[src/rtl/alu_pkg.sv]
// Shared definitions for the sequential ALU execution unit: operation codes,
// FSM state encoding and the LUI immediate shift.
package alu_pkg;

  typedef logic [3:0] alu_op_t;

  localparam alu_op_t ALU_ADD = 4'd0;
  localparam alu_op_t ALU_OR  = 4'd1;
  localparam alu_op_t ALU_SLL = 4'd2;
  localparam alu_op_t ALU_SRL = 4'd3;
  localparam alu_op_t ALU_SUB = 4'd4;
  localparam alu_op_t ALU_AND = 4'd5;
  localparam alu_op_t ALU_XOR = 4'd6;
  localparam alu_op_t ALU_LUI = 4'd7;

  localparam logic [1:0] ST_IDLE  = 2'd0;
  localparam logic [1:0] ST_SHIFT = 2'd1;
  localparam logic [1:0] ST_DONE  = 2'd2;

  localparam int LUI_SHIFT = 12;

endpackage

[src/rtl/alu_shift_iter.sv]
// Iterative one-bit-per-cycle shifter: shift register plus down-counter.
// done flags the final step; value_next is the register after this step.
module alu_shift_iter #(
  parameter int DATA_WIDTH  = 32,
  parameter int SHAMT_WIDTH = 5
) (
  input  logic                   clk,
  input  logic                   reset,
  input  logic                   load,
  input  logic                   step,
  input  logic                   dir_left,
  input  logic [DATA_WIDTH-1:0]  load_value,
  input  logic [SHAMT_WIDTH-1:0] load_count,
  output logic [DATA_WIDTH-1:0]  value_next,
  output logic                   done
);

  logic [DATA_WIDTH-1:0]  shift_reg;
  logic [SHAMT_WIDTH-1:0] count_reg;
  logic                   left_reg;

  assign value_next = left_reg ? (shift_reg << 1) : (shift_reg >> 1);
  assign done       = (count_reg == SHAMT_WIDTH'(1));

  always_ff @(posedge clk or posedge reset) begin
    if (reset) begin
      shift_reg <= '0;
      count_reg <= '0;
      left_reg  <= 1'b0;
    end else if (load) begin
      shift_reg <= load_value;
      count_reg <= load_count;
      left_reg  <= dir_left;
    end else if (step) begin
      shift_reg <= value_next;
      count_reg <= count_reg - SHAMT_WIDTH'(1);
    end
  end

endmodule

[src/rtl/alu_seq_exec.sv]
// Sequential ALU execution unit with valid/ready on both sides.
// Define ALU_BARREL_SHIFT_EN for single-cycle shifts via a barrel shifter.
module alu_seq_exec
  import alu_pkg::*;
#(
  parameter int DATA_WIDTH  = 32,
  parameter int SHAMT_WIDTH = 5
) (
  input  logic                  clk,
  input  logic                  reset,
  input  logic                  in_valid_i,
  output logic                  in_ready_o,
  input  logic [3:0]            alu_op_i,
  input  logic [DATA_WIDTH-1:0] a_i,
  input  logic [DATA_WIDTH-1:0] b_i,
  output logic                  out_valid_o,
  input  logic                  out_ready_i,
  output logic [DATA_WIDTH-1:0] result_o,
  output logic                  zero_o,
  output logic                  illegal_o
);

  logic [1:0]             state;
  logic [DATA_WIDTH-1:0]  result_reg;
  logic                   zero_reg;
  logic                   illegal_reg;
  logic [DATA_WIDTH-1:0]  op_result;
  logic [SHAMT_WIDTH-1:0] shamt;
  logic                   is_shift;
  logic                   capture;
  logic                   go_shift;
  logic                   shift_last;
  logic [DATA_WIDTH-1:0]  shift_next;

  assign shamt       = b_i[SHAMT_WIDTH-1:0];
  assign is_shift    = (alu_op_i == ALU_SLL) || (alu_op_i == ALU_SRL);
  assign in_ready_o  = (state == ST_IDLE);
  assign out_valid_o = (state == ST_DONE);
  assign capture     = in_valid_i && in_ready_o;
  assign result_o    = result_reg;
  assign zero_o      = zero_reg;
  assign illegal_o   = illegal_reg;

  always_comb begin
    op_result = '0;
    case (alu_op_i)
      ALU_ADD: op_result = a_i + b_i;
      ALU_OR:  op_result = a_i | b_i;
      ALU_SUB: op_result = a_i - b_i;
      ALU_AND: op_result = a_i & b_i;
      ALU_XOR: op_result = a_i ^ b_i;
      ALU_LUI: op_result = b_i << LUI_SHIFT;
`ifdef ALU_BARREL_SHIFT_EN
      ALU_SLL: op_result = a_i << shamt;
      ALU_SRL: op_result = a_i >> shamt;
`else
      // Only reached with shamt == 0; nonzero amounts go through the iterator.
      ALU_SLL: op_result = a_i;
      ALU_SRL: op_result = a_i;
`endif
      default: op_result = '0;
    endcase
  end

`ifdef ALU_BARREL_SHIFT_EN
  assign go_shift   = 1'b0;
  assign shift_last = 1'b0;
  assign shift_next = '0;
`else
  assign go_shift = is_shift && (shamt != '0);

  alu_shift_iter #(
    .DATA_WIDTH (DATA_WIDTH),
    .SHAMT_WIDTH(SHAMT_WIDTH)
  ) u_shift_iter (
    .clk       (clk),
    .reset     (reset),
    .load      (capture && go_shift),
    .step      (state == ST_SHIFT),
    .dir_left  (alu_op_i == ALU_SLL),
    .load_value(a_i),
    .load_count(shamt),
    .value_next(shift_next),
    .done      (shift_last)
  );
`endif

  always_ff @(posedge clk or posedge reset) begin
    if (reset) begin
      state       <= ST_IDLE;
      result_reg  <= '0;
      zero_reg    <= 1'b0;
      illegal_reg <= 1'b0;
    end else begin
      case (state)
        ST_IDLE: begin
          if (capture) begin
            if (go_shift) begin
              state <= ST_SHIFT;
            end else begin
              state       <= ST_DONE;
              result_reg  <= op_result;
              zero_reg    <= (op_result == '0);
              illegal_reg <= alu_op_i[3];
            end
          end
        end
        ST_SHIFT: begin
          // The last single-bit step lands directly in the result register.
          if (shift_last) begin
            state       <= ST_DONE;
            result_reg  <= shift_next;
            zero_reg    <= (shift_next == '0);
            illegal_reg <= 1'b0;
          end
        end
        ST_DONE: begin
          if (out_ready_i) state <= ST_IDLE;
        end
        default: state <= ST_IDLE;
      endcase
    end
  end

endmodule

[config.mk]
export PLATFORM = sky130hd
export DESIGN_NAME = alu_seq_exec
export DESIGN_NICKNAME = d
export VERILOG_FILES = /design/src/rtl/alu_pkg.sv /design/src/rtl/alu_shift_iter.sv /design/src/rtl/alu_seq_exec.sv
export SDC_FILE = /design/constraint.sdc
export NUM_CORES = 1
export LEC_CHECK = 0
export ABC_AREA = 1
export CAP_MARGIN = 20
export CORE_ASPECT_RATIO = 1.5
export CORE_MARGIN = 2
export CORE_UTILIZATION = 45
export CTS_BUF_LIST = sky130_fd_sc_hd__clkbuf_16
export CTS_CLUSTER_DIAMETER = 120
export CTS_CLUSTER_SIZE = 14
export DETAILED_ROUTE_END_ITERATION = 10
export PLACE_DENSITY = 0.77
export SLEW_MARGIN = 15
export SYNTH_ARGS = -nofsm -noshare
export SYNTH_HDL_FRONTEND = slang
export SYNTH_SLANG_ARGS = --single-unit
[constraint.sdc]
create_clock -name clk -period 6.2 [get_ports clk]
set_clock_uncertainty 0.15 [all_clocks]
set_input_delay 0.93 -clock clk [delete_from_list [all_inputs] [get_ports clk]]
set_output_delay 0.93 -clock clk [all_outputs]
set_load 0.01 [all_outputs]
==> out/metrics.csv, run 1 <==
metric,value,unit
sequential-to-total area share from yosys stat,20.1,%
register area,1850,sq um
CTS tree,done,
row count,64,
Resize count post-CTS,0,
Chip Width,121,um
final hold violations,0,
Worst setup EP type,register,
Syn Nets,1706,
WS Path Type,input port to register,
layout cells sized above 1,3.27,%
min Tclk post-route,5060,ps
Post-CTS Setup Bufs,0,
slowest CP cell,clkdlybuf4s50_1,
Syn Area/Cell,6.00,sq um
number of global-route vias before repair,9637,
DRC,0,
Final HPWL DP,27.2,mm
"Design Area, Final",10800,sq um
Fillers,2100,
max-cap viol count,0,
ys async rst share,100,%
Cell Pwr Density,259,nW/um^2
unrepaired setup endpoints after global routing,false,
Routability Congestion,1.01,
initial antenna violation count,0,
WP data arrival,5180,ps
"Clk pin slew, worst setup/hold paths",60,ps
worst path bufs/invs,5,
CTS buffer count,9,
Synth Flop Type,dfrtp_1,
"EDFF count, synth",0,
"Cell Area, Synth",9200,sq um
CP most frequent cell,nand2_1,
Mapped Cells,1534,
Highest Clock Rate,197,MHz
die footprint,21600,sq um
CTS sink cnt,74,
Detailed Routing Iterations Pass 1,9,
final setup vio count,0,
Yosys top cell area share,20.1,%
Layout area overhead,17.0,%
global route overflow,0,
synth top area cells,"dfrtp_1 (20%), nand2_1 (19%), ha_1 (13%)",
peak supply drop,0.144,mV
CORE AREA,20300,sq um
routed len/inst,17.5,um
Synth Warn #,0,
CTS Root Cell,clkbuf_16,
global-route wire length before repair,50.9,mm
Worst-Skew Late Latency,340,ps
leak pwr,5.72,nW
critical path required time,6310,ps
IO buf count,107,
top cell type by total area after synthesis,dfrtp_1,
Synth cell types,46,
number of synthesized register bits,74,
final slew viol count,0,
fin crit share,81.7,%
Post-Route Setup TNS,0,ps
max_slew headroom,31.2,%
measured slew at the worst slew-check pin,1030,ps
WL final,33.0,mm
status,completed,
antenna cells,0,
Total GRT Usage,30.3,%
NumNets Final,1788,
die height,179,um
CTS max path bufs,2,
DRT antenna net count,0,
"setup slack, reg-to-reg",3560,ps
Post-CTS Hold Fix Bufs,0,
starting density of the core,45.4,%
initial drt markers,956,
crit-path max FO,5,
Area after DPL,10500,sq um
vias per cell,5.44,
Top delay family on crit path,simple AND/OR/NAND/NOR gates,
io pins,108,
Critical Path Max Stage Delay,480,ps
largest net degree at the start of global routing,75,
hold crit path type,register to register,
area of the multi-input gates,6160,sq um
startpoint class of the critical path,input port,
Via Count,10200,
H-tree depth,3,
-- synthesized netlist by cell type, types with 10 or more instances --
| cell type | n |
|---|---|
| a211oi_1 | 19 |
| ha_1 | 99 |
| o21ai_0 | 151 |
| inv_2 | 10 |
| nor2_1 | 155 |
| clkbuf_1 | 22 |
| nand2_1 | 461 |
| dfrtp_1 | 74 |
| buf_2 | 18 |
| nand3b_1 | 12 |
| nand4_1 | 12 |
| o22ai_1 | 21 |
| nor3_1 | 11 |
| nand3_1 | 65 |
| xor2_1 | 31 |
| a21oi_1 | 59 |
| inv_1 | 253 |
-- worst reg2reg max path, stage by stage (launching register included) --
cell	delay [ps]
dfrtp_1	450
nor2_1	160
inv_1	80
nor3_2	270
nand2_1	380
inv_2	160
buf_4	480
nand2_1	140
o21ai_0	110
o21ai_0	120
-- layout make-up --
type                    instances  share of cell area (%)
multi-input cells            1152                    57.3
well taps                     264                    3.07
clock inverters                 7                   0.570
clock buffers                   9                    2.09
inverters                     263                    9.18
repair buffers                116                    10.6
flip-flops and latches         74                    17.2
-- cell usage in the layout, fill, tap and decap left out, types with 19 or more instances in the layout --
| cell type | count |
|---|---|
| a21oi_1 | 59 |
| dfrtp_1 | 74 |
| nand3_1 | 65 |
| inv_1 | 252 |
| ha_1 | 99 |
| o21ai_0 | 151 |
| nand2_1 | 461 |
| clkdlybuf4s50_1 | 107 |
| o22ai_1 | 21 |
| a211oi_1 | 19 |
| nor2_1 | 155 |
| xor2_1 | 31 |
-- cell families after synthesis --
group	share of synthesized area, %
buf+inv	12.9
fa+ha+maj	13.7
compound gates	17.2
xor+xnor	2.95
flops	20.1
simple gates	33.1
-- stage by stage --
| stage | total power, mW | util [%] | hold WS, ps | std cells | setup WS (ps) |
|---|---|---|---|---|---|
| finish | 2.79 | 53.1 | 325 | 1885 | 1140 |
| global route | 3.00 | 53.1 | 343 | 1885 | 709 |
| CTS | 2.78 | 53.1 | 327 | 1885 | 1160 |
| detailed placement | 2.27 | 51.7 | 312 | 1869 | 834 |
| global placement | 2.25 | 51.7 | 299 | 1869 | 858 |
| floorplan | 1.70 | - | 287 | 1534 | 2070 |
-- power by group --
part           internal (mW)  switching, mW  total, mW
Sequential             0.700          0.129      0.830
Clock                  0.306          0.201      0.507
Combinational          0.544          0.906       1.45
Total                   1.55           1.24       2.79
-- path summary, 6_finish.rpt --
kind,from,to,cells after the start
setup / recovery,b_i[0],zero_o,28
hold / removal,u_shift_iter.shift_reg[31],u_shift_iter.shift_reg[31],2
setup reg to reg,state[1],u_shift_iter.shift_reg[23],9
hold reg to reg,u_shift_iter.shift_reg[31],u_shift_iter.shift_reg[31],2
max in group asynchronous,reset,result_o[6],3
min in group asynchronous,reset,result_o[19],3
-- layer usage --
| metal | vias to the layer above | global-route usage [%] | routed length [um] |
|---|---|---|---|
| met5 | - | 0 | 0 |
| met4 | 0 | 17.4 | 2020 |
| met3 | 101 | 1.62 | 1480 |
| met1 | 4706 | 37.1 | 13300 |
| li1 | 5045 | - | - |
| met2 | 396 | 52.8 | 16200 |
(Power assumes the default switching activity.)
==> run 2: changes to the inputs <==
Settings changed: PLACE_DENSITY 0.77 to 0.8.
Clock period 6.2 ns to 4.1 ns, I/O delays scaled along.
==> out/metrics.csv, run 2 (same netlist as run 1, synthesis figures left out) <==
metric,value,unit,change
status,completed,,
antenna cells,0,,unchanged
dpl ws,-642,ps,-1480 ps
peak supply drop,0.227,mV,+58%
Total GRT Usage,31.3,%,+0.97 points
Via Count,11000,,+7.6%
largest net degree at the start of global routing,66,,-12%
DRC,0,,unchanged
launching point of the worst reg2reg path,state[0],,
Worst-Skew Late Latency,330,ps,about the same
starting density of the core,45.4,%,unchanged
crit-path max FO,4,,-1
reg2reg path depth,13,,+4
final core utilization,60.9,%,+7.8 points
initial drt markers,1019,,+6.6%
max-cap viol count,0,,unchanged
HP Start,u_shift_iter.shift_reg[31],,
Hold Path Depth,2,,unchanged
max_slew headroom,27.9,%,-3.3 points
hold crit path type,register to register,,
die height,179,um,unchanged
io pins,108,,unchanged
Detailed Routing Iterations Pass 1,5,,-4
CTS max path bufs,2,,unchanged
CORE AREA,20300,sq um,unchanged
initial antenna violation count,0,,unchanged
"Clk pin slew, worst setup/hold paths",50,ps,about the same
"commonest non-fill, non-tap cells in the layout","nand2_1 (443), inv_1 (248), buf_4 (164), o21ai_0 (142), nor2_1 (139)",,
number of global-route vias before repair,10400,,+8.4%
Final HPWL DP,28.0,mm,+2.7%
Fillers,1933,,-8.0%
vias per cell,5.39,,-0.84%
CTS Root Cell,clkbuf_16,,
Cell Pwr Density,370,nW/um^2,+43%
worst setup margin,63.6,ps,-1070 ps
"most common cell after layout, fill and taps aside",nand2_1,,
Chip Width,121,um,unchanged
routed len/inst,16.7,um,-4.5%
Critical Path Max Stage Delay,410,ps,-70 ps
leak pwr,6.63,nW,+16%
Highest Clock Rate,248,MHz,
cells along the critical path,dlygate4sd2_1 > nor3_4 > nand2_2 > nor3_4 > nand4_4 > o31ai_4 > o21ai_4 > xor2_1 > ha_1 > nand2_1 > buf_4 > nor2_1 > nand2_1 > nor2_1 > nand2_1 > nand2_1 > nand2_1 > nand3_2 > nand2_1 > inv_1 > nand2_1 > nor2_1 > nand3_1 > a21oi_1,,
startpoint class of the critical path,input port,,
FF-to-FF End,zero_o,,
measured slew at the worst slew-check pin,1080,ps,+52.9 ps
"setup slack, reg-to-reg",1330,ps,-2230 ps
CTS sink cnt,74,,unchanged
die footprint,21600,sq um,unchanged
CP most frequent cell,nand2_1,,
CTS buffer count,9,,unchanged
global-route wire length before repair,52.6,mm,+3.4%
final slew viol count,0,,unchanged
Layout area overhead,34.2,%,
WL final,34.2,mm,+3.6%
unrepaired setup endpoints after global routing,true,,
slowest CP cell,ha_1,,
IO buf count,107,,unchanged
NumNets Final,1949,,+9.0%
overall power,4.57,mW,+64%
layout cells sized above 1,16.2,%,+13 points
final hold violations,0,,unchanged
fin crit share,98.4,%,
final setup vio count,0,,unchanged
Routability Congestion,0.965,,-4.4%
DRT antenna net count,0,,unchanged
Hold Path Sink,u_shift_iter.shift_reg[31],,
Top delay family on crit path,simple AND/OR/NAND/NOR gates,,
row count,64,,unchanged
WS Path Type,input port to register,,
min Tclk post-route,4040,ps,
H-tree depth,3,,unchanged
Worst setup EP type,register,,
critical path required time,4200,ps,-2110 ps
WP data arrival,4140,ps,-1040 ps
global route overflow,0,,unchanged
CTS tree,done,,
worst path bufs/invs,3,,-2
-- run 2: through the flow --
step	hold WS, ps	setup TNS, ps	instance area, sq um	instances
CTS	326	-27.5	12000	2039
finish	328	0	12300	2046
floorplan	287	0	9200	1534
global placement	304	-7350	11600	2020
global route	344	-305	12300	2046
detailed placement	304	-8420	11600	2020
-- run 2: worst max path at each step --
stage                     cells after the start     end   startpoint  slack (ps)
after global placement                       28  zero_o       b_i[1]        -600
final                                        24  zero_o       b_i[3]          60
after CTS                                    25  zero_o       b_i[0]         -30
after floorplan                              29  zero_o       b_i[1]         280
after detailed placement                     28  zero_o       b_i[1]        -640
after global routing                         26  zero_o  alu_op_i[0]        -180
-- run 2: timing repair --
item,CTS,global route
setup endpoints to repair,14,19
pin swaps,7,16
gates resized for setup,29,87
hold buffers,0,0
buffers inserted,3,7
-- run 2: area by class of cell --
type                       instances  area, sq um  area share (%)
tap                              264          330            2.68
inverter                         263          987            8.00
clock inverter                     7         85.1           0.689
clock buffer                       9          225            1.82
timing repair buffer             277         2370            19.2
sequential                        74         1850            15.0
multi-input combinational       1152         6490            52.6
-- run 2: worst min-delay path: stages, from the launching register on --
cell     delay, ps
dfrtp_1        350
nand2_1         50
nand2_1         50
-- run 2: where the power goes --
part           internal (mW)  total, mW  leakage, nW  switching (mW)
combinational           1.02       2.45         5.56            1.43
clock                  0.527      0.827        0.160           0.300
sequential              1.06       1.30        0.914           0.237
-- run 2: metal layers --
| layer | vias up | wire length (um) | track usage [%] |
|---|---|---|---|
| li1 | 5377 | - | - |
| met1 | 5080 | 13300 | 36.3 |
| met3 | 112 | 1670 | 2.74 |
| met2 | 461 | 17000 | 55.2 |
| met5 | - | 0 | 0 |
| met4 | 0 | 2210 | 19.8 |
